<file path="src/rtl/iterative_divider.sv">
// iterative_divider: multi-cycle radix-2 restoring divider for DIV/DIVU in EX.
// Quotient goes to LO, remainder to HI. One shift-subtract iteration per clock.
//
// Ports:
//   clk, rst              clock (rising edge), asynchronous active-high reset
//   start                 divide request, held high by EX until done
//   signed_div            1 = DIV (signed), 0 = DIVU
//   annul                 flush; aborts any operation in progress (beats start)
//   dividend, divisor     operands, sampled only on the accepting edge
//   stall_request         start & ~done, to pipeline control
//   busy                  FSM not idle
//   done                  one-cycle pulse, results valid in the same cycle
//   quotient, remainder   registered results, held until the next completion
//   div_by_zero           registered flag, valid with done
//
// Optional feature (macro DIV_EARLY_OUT_EN): when |dividend| < |divisor| the
// result (quotient 0, remainder = dividend) is produced without iterating.
module iterative_divider #(
  parameter int unsigned DATA_WIDTH = 32,
  parameter int unsigned CNT_WIDTH  = 6
) (
  input  logic                  clk,
  input  logic                  rst,
  input  logic                  start,
  input  logic                  signed_div,
  input  logic                  annul,
  input  logic [DATA_WIDTH-1:0] dividend,
  input  logic [DATA_WIDTH-1:0] divisor,
  output logic                  stall_request,
  output logic                  busy,
  output logic                  done,
  output logic [DATA_WIDTH-1:0] quotient,
  output logic [DATA_WIDTH-1:0] remainder,
  output logic                  div_by_zero
);

  localparam int unsigned W = DATA_WIDTH;

  typedef enum logic [1:0] {StIdle, StDivZero, StOn, StEnd} state_t;

  state_t         state_q, state_d;
  logic [W-1:0]   dq_q;       // dividend magnitude shifting out, quotient bits shifting in
  logic [W-1:0]   dvs_q;      // divisor magnitude
  logic [W-1:0]   prem_q;     // partial remainder (always < divisor, so W bits suffice)
  logic [CNT_WIDTH-1:0] cnt_q;
  logic           neg_q_q, neg_r_q;

  // Operand magnitudes for the accepting edge
  logic           dividend_neg, divisor_neg, divisor_zero;
  logic [W-1:0]   dividend_mag, divisor_mag;

  assign dividend_neg = signed_div & dividend[W-1];
  assign divisor_neg  = signed_div & divisor[W-1];
  assign dividend_mag = dividend_neg ? (~dividend + 1'b1) : dividend;
  assign divisor_mag  = divisor_neg  ? (~divisor + 1'b1)  : divisor;
  assign divisor_zero = (divisor == '0);

`ifdef DIV_EARLY_OUT_EN
  logic early_out;
  assign early_out = (dividend_mag < divisor_mag);
`endif

  // One restoring iteration on a (W+1)-bit partial remainder
  logic [W:0]     shifted, trial;
  logic           q_bit;
  logic [W-1:0]   prem_next, dq_next, q_fix, r_fix;
  logic           last_iter;

  assign shifted   = {prem_q, dq_q[W-1]};
  assign trial     = shifted - {1'b0, dvs_q};
  assign q_bit     = ~trial[W];
  assign prem_next = q_bit ? trial[W-1:0] : shifted[W-1:0];
  assign dq_next   = {dq_q[W-2:0], q_bit};
  // MIN / -1 wraps naturally: magnitude 2^(W-1) negated is itself
  assign q_fix     = neg_q_q ? (~dq_next + 1'b1)   : dq_next;
  assign r_fix     = neg_r_q ? (~prem_next + 1'b1) : prem_next;
  assign last_iter = (cnt_q == CNT_WIDTH'(W - 1));

  // State register
  always_ff @(posedge clk or posedge rst) begin
    if (rst) begin
      state_q <= StIdle;
    end else begin
      state_q <= state_d;
    end
  end

  // Next-state logic
  always_comb begin
    state_d = state_q;
    if (annul) begin
      state_d = StIdle;
    end else begin
      unique case (state_q)
        StIdle: begin
          if (start) begin
            if (divisor_zero) begin
              state_d = StDivZero;
`ifdef DIV_EARLY_OUT_EN
            end else if (early_out) begin
              state_d = StEnd;
`endif
            end else begin
              state_d = StOn;
            end
          end
        end
        StOn:      if (last_iter) state_d = StEnd;
        StDivZero: state_d = StEnd;
        StEnd:     state_d = StIdle;
        default:   state_d = StIdle;
      endcase
    end
  end

  // Outputs derived from state
  always_comb begin
    busy          = (state_q != StIdle);
    done          = (state_q == StEnd);
    stall_request = start & ~done;
  end

  // Datapath and result registers; annul freezes everything except the FSM
  always_ff @(posedge clk or posedge rst) begin
    if (rst) begin
      dq_q        <= '0;
      dvs_q       <= '0;
      prem_q      <= '0;
      cnt_q       <= '0;
      neg_q_q     <= 1'b0;
      neg_r_q     <= 1'b0;
      quotient    <= '0;
      remainder   <= '0;
      div_by_zero <= 1'b0;
    end else if (!annul) begin
      unique case (state_q)
        StIdle: begin
          if (start) begin
            // Divide-by-zero keeps the raw dividend for the remainder result
            dq_q    <= divisor_zero ? dividend : dividend_mag;
            dvs_q   <= divisor_mag;
            prem_q  <= '0;
            cnt_q   <= '0;
            neg_q_q <= dividend_neg ^ divisor_neg;
            neg_r_q <= dividend_neg;
`ifdef DIV_EARLY_OUT_EN
            if (!divisor_zero && early_out) begin
              quotient    <= '0;
              remainder   <= dividend;
              div_by_zero <= 1'b0;
            end
`endif
          end
        end
        StOn: begin
          dq_q   <= dq_next;
          prem_q <= prem_next;
          cnt_q  <= cnt_q + CNT_WIDTH'(1);
          if (last_iter) begin
            quotient    <= q_fix;
            remainder   <= r_fix;
            div_by_zero <= 1'b0;
          end
        end
        StDivZero: begin
          quotient    <= '1;
          remainder   <= dq_q;
          div_by_zero <= 1'b1;
        end
        default: ;
      endcase
    end
  end

endmodule

</file>
<file path="config.mk">
export PLATFORM = sky130hd
export DESIGN_NAME = iterative_divider
export DESIGN_NICKNAME = d
export VERILOG_FILES = /design/src/rtl/iterative_divider.sv
export SDC_FILE = /design/constraint.sdc
export NUM_CORES = 1
export LEC_CHECK = 0
export ABC_AREA = 1
export CORE_MARGIN = 2
export CORE_UTILIZATION = 45
export DETAILED_ROUTE_END_ITERATION = 6
export PLACE_DENSITY = 0.66
export SYNTH_ARGS = -nofsm -noshare
export SYNTH_HDL_FRONTEND = slang
export SYNTH_SLANG_ARGS = --single-unit
</file>
<file path="constraint.sdc">
create_clock -name clk -period 11.6 [get_ports clk]
set_input_delay 2.32 -clock clk [delete_from_list [all_inputs] [get_ports clk]]
set_output_delay 2.32 -clock clk [all_outputs]
set_load 0.02 [all_outputs]
</file>
### Word-level counts from Yosys, hierarchy flattened

Index checks and enable logic that the tools add are counted.

* register bits after elaboration: 171
* input bits: 69
* output and inout port bits: 68

* reduce and logical (&&, ||, !) cells: 9
* add/subtract/negate cells: 6
* eq/ne operators: 8
* bitwise operators: 11
* muxes and demuxes: 23

Operators with widths (count)
* $mux W32: 10
* $pmux W32 S2: 4
* $add A32 B1 Y32 const B: 4
* $not A32 Y32: 4
* $sub A33 B32 Y33: 1
* $logic_not A32 Y1: 1
* $pmux W6 S2: 1
* $reduce_and A3 Y1: 3
* $mux W2: 4
* $pmux W2 S4: 1
* $add A6 B1 Y6 const B: 1
* $eq A6 B5 Y1 const B: 1
* $mux W6: 1
* $ne A3 B3 Y1 const B: 2
* $reduce_bool A2 Y1: 3
* $eq A2 B2 Y1 const B: 2
* $ne A2 B2 Y1 const B: 2
* $and A1 B1 Y1: 3
* $not A1 Y1: 3
* $eq A2 B1 Y1 const B: 1
* $logic_not A2 Y1: 1
* $pmux W1 S2: 1
* $reduce_and A2 Y1: 1
* $mux W1: 1
* $xor A1 B1 Y1: 1

### Logic depth before layout (Yosys ltp)

Gate-level depths: netlist (run 1).

* depth in word-level cells: 7
* depth in mapped cells: 29
* depth with buffers taken out: 27

### Least setup slack after synthesis (run 1)

OpenSTA, ideal clock, no wires.

* path kind: in2out
* start: input start
* end: output stall_request
* path slack: 6.650 ns
* stages on the path: 2
* arrival: 2.630 ns
* data required time: 9.280 ns
* cell sequence: inv_1 > nor2_1

* longest elaborated chain between the ends: 1

RTL lines
* from (decl): RTL line 24 `input logic start,`
* $and A1 B1 Y1: RTL line 120 `stall_request = start & ~done;`
* to (decl): RTL line 29 `output logic stall_request,`

Every way passes these cells.

### Final worst setup path (run 1)

Ends and elaborated chain as after synthesis.

==> results.cfg, run 1 <==
[yosys]
yosys_warnings = 0
synthTopCellsByCount = nand2_1, inv_1, nor2_1, dfrtp_1, nand3_1
synth_top_flop_cell = dfrtp_1
yosysTopAreaCell = dfrtp_1
syn-num-nets = 2202
ys_types = 47
synth_edf_count = 0
synth_cells = 2091
yosysMostFrequentCell = nand2_1
ys_async_sr_fraction = 1.00
synth_top_area_frac = 0.320
yosys-top-cells-area = dfrtp_1, nand2_1, inv_1
netlist_area_um2 = 13400
seq_area_frac_synth = 0.320
synth-seq-cells = 171
synth.avg_cell_area_um2 = 6.39

[timing]
grt_setup_unrepaired = false
finalCriticalPeriod_ns = 5.86
hold_viol = 0
tightest_slew_ns = 1.24
drv_slew = 0
fin_skew_ns = 0.0133
fin_tns_setup_ns = 0
period_share = 0.505
fmax_ghz = 0.171
max_slew_margin = 0.174
setup_viol = 0

[worst_hold_path]
hp-start = dvs_q[11]
holdPathStages = 2
min_to = dvs_q[11]
min_path_type = reg2reg

[layout]
nets = 2302
drive_gt1_frac = 0.0495
synthToLayoutAreaGrowth_pct = 16.6
diodes = 0
fillers = 2974

[run_status]
status = finished, final reports clean

[floorplan]
io_pins = 137
dieArea_um2 = 31100
start_util = 0.454
fp.dieW_um = 176
die_h_um = 176
rows = 63
core_region_area_um2 = 29400

[global_route]
track_usage = 0.284
grt_max_degree = 108
grt_pass1_wl_um = 69400
grt-ovfl-total = 0
grt_antenna_before_repair = 1
grt_pass1_vias = 13100

[critical_path]
timing.rr.end = quotient[28]
crit_type = in2out
cp_max_fo = 2
rr_startpoint = dq_q[31]
r2r_slack_ns = 6.33
r2r_cells = 25
cp-end-kind = output port
cp.required_ns = 9.28
critPathArrivalTime_ns = 3.54
critPathLaunchType = input pin

[cts]
clock_latency_ns = 0.44
cts_resized = 0
cts_buffers = 17
cts_root_buffer = clkbuf_16
clock_path_buffers = 2
holdBufCountCts = 0
postCtsSetupRepairBufs = 0
cts.reportedPaths.clkPinSlew_ns = 0.06
htreeDepth = 4
cts_tree = done
cts.sinks = 171

[routing]
post_drt_via_cell_ratio = 5.35
dr.first_iter.drc_count = 1389
num_vias = 13900
ant_nets = 0
wl_per_cell_um = 16.6
wl_um = 43100
dr.pass1.iters = 6
drc_errors = 0

[placement]
place.gp.congestion = 0.939
port_buffers = 136
dp_hpwl_um = 33700

[run]
max_cap_violations = 0
worst max-delay path by stage:
stage / start / endpoint / slack (ns) / depth (start not counted)
2_1_floorplan: rst / cnt_q[0] / 4.65 / 1
3_3_place_gp: start / stall_request / 5.72 / 4
3_5_place_dp: start / stall_request / 5.74 / 4
4_1_cts: start / stall_request / 5.73 / 4
5_1_grt: start / stall_request / 5.65 / 4
6_report: start / stall_request / 5.74 / 4
flip-flops by register name (all words and copies together) (netlist names):
signal	count
state_q	2
prem_q	32
quotient	32
cnt_q	6
dvs_q	32
neg_q_q	1
remainder	32
dq_q	32
neg_r_q	1
div_by_zero	1
final cells by class:
cell class	count	area (um2)	share of cell area
well taps	390	488	0.0313
flip-flops and latches	171	4280	0.275
clock inverters	13	125	0.00804
repair buffers	148	1450	0.0932
inverters	313	1180	0.0758
multi-input cells	1540	7610	0.489
clock buffers	18	439	0.0282
per-layer routing:
| layer | GRT usage | vias up | routed length [um] | part of all wire |
|---|---|---|---|---|
| li1 | - | 6912 | - | - |
| met3 | 0.0368 | 65 | 2750 | 0.064 |
| met2 | 0.439 | 507 | 18900 | 0.44 |
| met1 | 0.413 | 6389 | 20300 | 0.47 |
| met4 | 0.0861 | 2 | 1120 | 0.026 |
| met5 | 0 | - | 18 | 0.00042 |
critical path, cell delays in order:
cell and delay, ns:
clkdlybuf4s50_1 0.47, inv_1 0.06, nor2_1 0.08, clkdlybuf4s50_1 0.61
cell usage in the layout (no fill, tap or decap), types with 4 or more instances in the layout:
master           Yosys  routed
o22a_1               4       4
nand2_1            625     625
inv_1              309     307
o211ai_1            23      23
nor3_1              27      26
nand2_2             31      31
o31ai_1              6       6
or2_2                7       7
clkbuf_16            0      17
a21oi_1             71      71
nor4_1               4       4
nand4_1             22      22
o21ai_0            159     159
ha_1                41      41
o22ai_1             28      28
nor2_1             199     198
xor2_1              34      34
nor2_4               3       4
buf_4                3      12
a31oi_1             21      20
xnor2_1             13      13
o221ai_1             8       8
nand3b_1             8       8
nor2_2               7       7
inv_6                0       5
o21bai_1             7       7
clkdlybuf4s50_1      0     136
nand3_1            167     167
dfrtp_1            171     171
per-stage QoR:
step / setup WS [ns] / utilization / std cells / hold WS (ns) / area [um2]
floorplan: 4.65 / - / 2091 / 0.453 / 13400
global placement: 5.72 / 0.510 / 2562 / 0.466 / 15000
detailed placement: 5.74 / 0.510 / 2562 / 0.474 / 15000
CTS: 5.73 / 0.530 / 2593 / 0.489 / 15600
global route: 5.65 / 0.530 / 2593 / 0.508 / 15600
finish: 5.74 / 0.530 / 2593 / 0.485 / 15600
cells by family after synthesis:
group / after synthesis / share of synthesized area
buffers and inverters: 380 / 0.111
xor gates and xnor gates: 47 / 0.0308
DFF: 171 / 0.320
adders and majority gates: 42 / 0.0399
AOI/OAI and AO/OA: 336 / 0.142
and+or+nand+nor: 1115 / 0.355
Power of run 1 is not shown: default switching activity piles up to over one toggle a cycle in this logic, so the estimate is an artifact.
==> run 2, diff against run 1 <==
--- a/config.mk
+++ b/config.mk
@@ -9,7 +9,7 @@
 export CORE_MARGIN = 2
 export CORE_UTILIZATION = 45
 export DETAILED_ROUTE_END_ITERATION = 6
-export PLACE_DENSITY = 0.66
+export PLACE_DENSITY = 0.68
 export SYNTH_ARGS = -nofsm -noshare
 export SYNTH_HDL_FRONTEND = slang
 export SYNTH_SLANG_ARGS = --single-unit
==> constraint.sdc (replaced) <==
create_clock -name clk -period 5.3 [get_ports clk]
set_input_delay 1.06 -clock clk [delete_from_list [all_inputs] [get_ports clk]]
set_output_delay 1.06 -clock clk [all_outputs]
set_load 0.02 [all_outputs]
==> run 2 against run 1 <==
Against the previous run:
- global-route usage is 0.83 points higher
- routed wire length is 3.8% higher
- sequential share of layout area is 0.099 points lower
- critical path depth is 17 higher
- setup slack worse by 4.9 ns
- design area is 0.36% higher
- non-clock buffer count is 5 higher
- clock skew is 0.0049 ns higher
- via count is 1.4% higher
- core utilization is 0.19 points higher
- sequential cell count stayed put
- highest routed layer is now met4
==> results.cfg, run 2 (synthesis results as in run 1) <==
[routing]
post_drt_via_cell_ratio = 5.41
wl_per_cell_um = 17.2
ant_nets = 0
num_vias = 14100
wl_um = 44700
dr.first_iter.drc_count = 1442
dr.pass1.iters = 5
drc_errors = 0

[global_route]
grt_max_degree = 172
grt_antenna_before_repair = 0
grt_pass1_vias = 13100
track_usage = 0.292
grt-ovfl-total = 0
grt_pass1_wl_um = 70700

[cts]
htreeDepth = 4
holdBufCountCts = 0
cts.reportedPaths.clkPinSlew_ns = 0.07
cts_resized = 0
cts_tree = done
postCtsSetupRepairBufs = 0
cts.sinks = 171
clock_path_buffers = 2
clock_latency_ns = 0.45
cts_root_buffer = clkbuf_16
cts_buffers = 17

[placement]
port_buffers = 136
place.gp.congestion = 0.941
dp_hpwl_um = 34600

[floorplan]
start_util = 0.454
dieArea_um2 = 31100
io_pins = 137
die_h_um = 176
rows = 63
core_region_area_um2 = 29400
fp.dieW_um = 176

[layout]
diodes = 0
synthToLayoutAreaGrowth_pct = 17.0
final_common_cell = nand2_1
drive_gt1_frac = 0.0516
nets = 2307
mostFrequentLayoutCells = nand2_1, inv_1, nor2_1, dfrtp_1, nand3_1

[critical_path]
path_cells = ha_1 > nand2_1 > inv_2 > nand2_1 > nand2_1 > nand2_1 > nand2_1 > a21oi_2 > nand3_1 > nand2_2 > ha_1 > nand3_1 > nor3_1 > nand4_1 > nor2_1 > nand2_1 > nor2_1 > nand3_1 > o21ai_0 > xor2_1 > o22a_1
cp_max_fo = 12
crit_top_cell = nand2_1
cp-end-kind = register
crit_family = simple AND/OR/NAND/NOR gates
critPathLaunchType = register
crit_type = reg2reg
cp_slowest_stage_delay_ns = 0.43
slowest_stage = dfrtp_1
critPathArrivalTime_ns = 4.79
path_buf_inv = 1
cp.required_ns = 5.68

[timing]
tightest_slew_ns = 1.12
finalCriticalPeriod_ns = 4.41
grt_setup_unrepaired = false
drv_slew = 0
setup_viol = 0
fmax_ghz = 0.227
hold_viol = 0
fin_tns_setup_ns = 0
period_share = 0.832
max_slew_margin = 0.253
fin_skew_ns = 0.0182

[run_status]
status = finished, final reports clean

[worst_hold_path]
min_path_type = reg2reg

[run]
max_cap_violations = 0
-- run 2: cell types whose count changed in the layout (fill, tap and decap cells not counted), sizes merged --
cell / delta
buf: +5
inv: -2
bufinv: +1
clkinv: +1
-- run 2: final cells by class --
class / instances / area [um2]
Fill cell: 3005 / 13800
Multi-Input combinational cell: 1540 / 7610
Sequential cell: 171 / 4280
Timing Repair Buffer: 153 / 1500
Inverter: 313 / 1180
Tap cell: 390 / 488
Clock buffer: 18 / 439
Clock inverter: 13 / 133
-- run 2: per-stage QoR --
stage               setup slack, ns  hold slack, ns  cell area (um2)  std cells  utilization
detailed placement            0.956           0.471            15100       2567        0.512
CTS                           0.940           0.490            15600       2598        0.531
global placement               1.02           0.467            15100       2567        0.512
finish                        0.890           0.483            15600       2598        0.531
floorplan                      1.60           0.453            13400       2091            -
global route                  0.263           0.515            15600       2598        0.531
-- run 2: final timing paths --
kind | from | to | slack, ns | depth (start not counted)
setup / recovery | prem_q[18] | quotient[24] | 0.89 | 21
hold / removal | div_by_zero | div_by_zero | 0.48 | 2
setup reg to reg | prem_q[18] | quotient[24] | 0.89 | 21
hold reg to reg | div_by_zero | div_by_zero | 0.48 | 2
max in group asynchronous | rst | quotient[21] | 3.34 | 3
min in group asynchronous | rst | prem_q[3] | 1.27 | 3
-- run 2: layer usage --
metal,part of all wire,track usage
met1,0.47,0.419
met2,0.44,0.440
met3,0.072,0.0629
met4,0.025,0.0878
met5,0,0
-- run 2: worst reg2reg max path: stages (launching register included) --
cell,delay [ns]
dfrtp_1,0.43
ha_1,0.35
nand2_1,0.17
inv_2,0.04
nand2_1,0.06
nand2_1,0.07
nand2_1,0.06
nand2_1,0.08
a21oi_2,0.27
nand3_1,0.39
nand2_2,0.23
ha_1,0.22
nand3_1,0.14
nor3_1,0.35
nand4_1,0.25
nor2_1,0.21
nand2_1,0.12
nor2_1,0.19
nand3_1,0.12
o21ai_0,0.25
xor2_1,0.21
o22a_1,0.14
Power of run 2 is left out for the same reason.
==> run 3, diff against run 2 <==
==> constraint.sdc (replaced) <==
create_clock -name clk -period 4 [get_ports clk]
set_input_delay 0.8 -clock clk [delete_from_list [all_inputs] [get_ports clk]]
set_output_delay 0.8 -clock clk [all_outputs]
set_load 0.02 [all_outputs]
==> run 3 against run 2 <==
Against the previous run:
- non-clock buffer count up 13
- core utilization grew 0.74 points
- critical path depth is 5 higher
- hold slack improved by 0.0032 ns
- critical path type unchanged
- first-iteration DRC count shrank 5.2%
- global-route usage down 0.38 points
- setup slack lost 0.65 ns
- sequential share of layout area fell by 0.38 points
- via count grew 0.48%
==> results.cfg, run 3 (synthesis results as in run 1) <==
[global_route]
grt_pass1_wl_um = 70100
met3_usage = 0.0394
track_usage = 0.288
grt-ovfl-total = 0
grtUsageMet2 = 0.438
met1_usage = 0.426
grt_pass1_vias = 13200
grt_antenna_before_repair = 0
grt_max_degree = 103
globalRoute.busiestLayer = met2

[routing]
wl_per_cell_um = 16.9
num_vias = 14100
drc_errors = 0
wl_um = 44100
dr.first_iter.drc_count = 1367
dr.pass1.iters = 6
ant_nets = 0
post_drt_via_cell_ratio = 5.41

[floorplan]
fp.dieW_um = 176
dieArea_um2 = 31100
io_pins = 137
die_h_um = 176
rows = 63
core_region_area_um2 = 29400
start_util = 0.454

[critical_path]
cp_max_fo = 4
crit_type = reg2reg
critPathArrivalTime_ns = 4.09
cp-end-kind = register
critPathLaunchType = register
cp.required_ns = 4.33

[layout]
mostFrequentLayoutCells = nand2_1, inv_1, nor2_1, dfrtp_1, nand3_1
nets = 2320
utilization = 0.539
diodes = 0
drive_gt1_frac = 0.0626
final_common_cell = nand2_1
synthToLayoutAreaGrowth_pct = 18.6

[run]
max_cap_violations = 0

[timing]
tightest_slew_ns = 0.854
drv_slew = 0
setup_viol = 0
period_share = 0.939
fmax_ghz = 0.266
hold_viol = 0
fin_tns_setup_ns = 0
finalCriticalPeriod_ns = 3.76
fin_skew_ns = 0.0118
max_slew_margin = 0.429

[cts]
cts.sinks = 171
holdBufCountCts = 0
clock_path_buffers = 2
htreeDepth = 4
cts_root_buffer = clkbuf_16
cts.reportedPaths.clkPinSlew_ns = 0.07
cts_tree = done
clock_latency_ns = 0.45
cts_buffers = 17

[worst_hold_path]
min_path_type = reg2reg

[placement]
port_buffers = 136
dp_hpwl_um = 34600
place.gp.congestion = 0.984

[run_status]
status = finished, final reports clean
## run 3: changes by cell type in the layout (fill, tap and decap cells not counted), moves of 2 or more
cell and change:
buf_12 +2, buf_4 +11, ha_1 -2, inv_6 +2, nand2_2 -2, nand2_4 +3
nor2_1 -3, nor2_2 +2
## run 3: worst paths after layout
path	slack, ns	to	depth (start not counted)	startpoint
max	0.24	quotient[28]	26	dq_q[31]
min	0.49	dvs_q[18]	2	dvs_q[18]
max reg2reg	0.24	quotient[28]	26	dq_q[31]
min reg2reg	0.49	dvs_q[18]	2	dvs_q[18]
max in group asynchronous	2.64	cnt_q[2]	3	rst
min in group asynchronous	0.83	div_by_zero	3	rst
## run 3: critical path: stages (launching register included)
cell and delay, ns:
dfrtp_1 0.33, inv_1 0.06, ha_2 0.20, fa_2 0.41, inv_2 0.08, nand2_1 0.05, nand2_1 0.07, nand3_1 0.08
nand2_2 0.11, nand2_2 0.07, nand2_2 0.08, nand2_4 0.07, nand2_4 0.08, nand2_2 0.07, nand2_4 0.09, ha_4 0.15
nand3_4 0.09, nor3_4 0.22, nand4_1 0.22, nor2_2 0.22, nand2_2 0.11, nor2_4 0.11, nand4_1 0.13, inv_1 0.11
a21oi_1 0.09, xor2_1 0.17, o22a_1 0.16
## run 3: layout make-up
type                            count  area, um2
Fill cell                        2955      13600
Multi-Input combinational cell   1540       7690
Sequential cell                   171       4280
Timing Repair Buffer              166       1620
Inverter                          313       1180
Tap cell                          390        488
Clock buffer                       18        429
Clock inverter                     14        153
## run 3: what timing repair did
action | in CTS | in global routing
setup buffers | 0 | 2
setup endpoints to repair | 0 | 11
gates resized for setup | 0 | 21
## run 3: per-layer routing
| layer | vias to the layer above | wire length, um |
|---|---|---|
| met5 | - | 0 |
| met4 | 0 | 973 |
| met3 | 64 | 3180 |
| met2 | 540 | 19200 |
| met1 | 6573 | 20800 |
| li1 | 6959 | - |
## run 3: per-stage QoR
step | hold slack, ns | setup slack (ns) | cell area (um2) | cells
2_1_floorplan | 0.453 | 0.297 | 13400 | 2091
3_3_place_gp | 0.466 | 0.132 | 15200 | 2578
3_5_place_dp | 0.472 | 0.0361 | 15200 | 2578
4_1_cts | 0.491 | 0.00931 | 15700 | 2610
5_1_grt | 0.520 | -0.0126 | 15800 | 2612
6_report | 0.486 | 0.244 | 15800 | 2612
Power of run 3 is left out for the same reason.
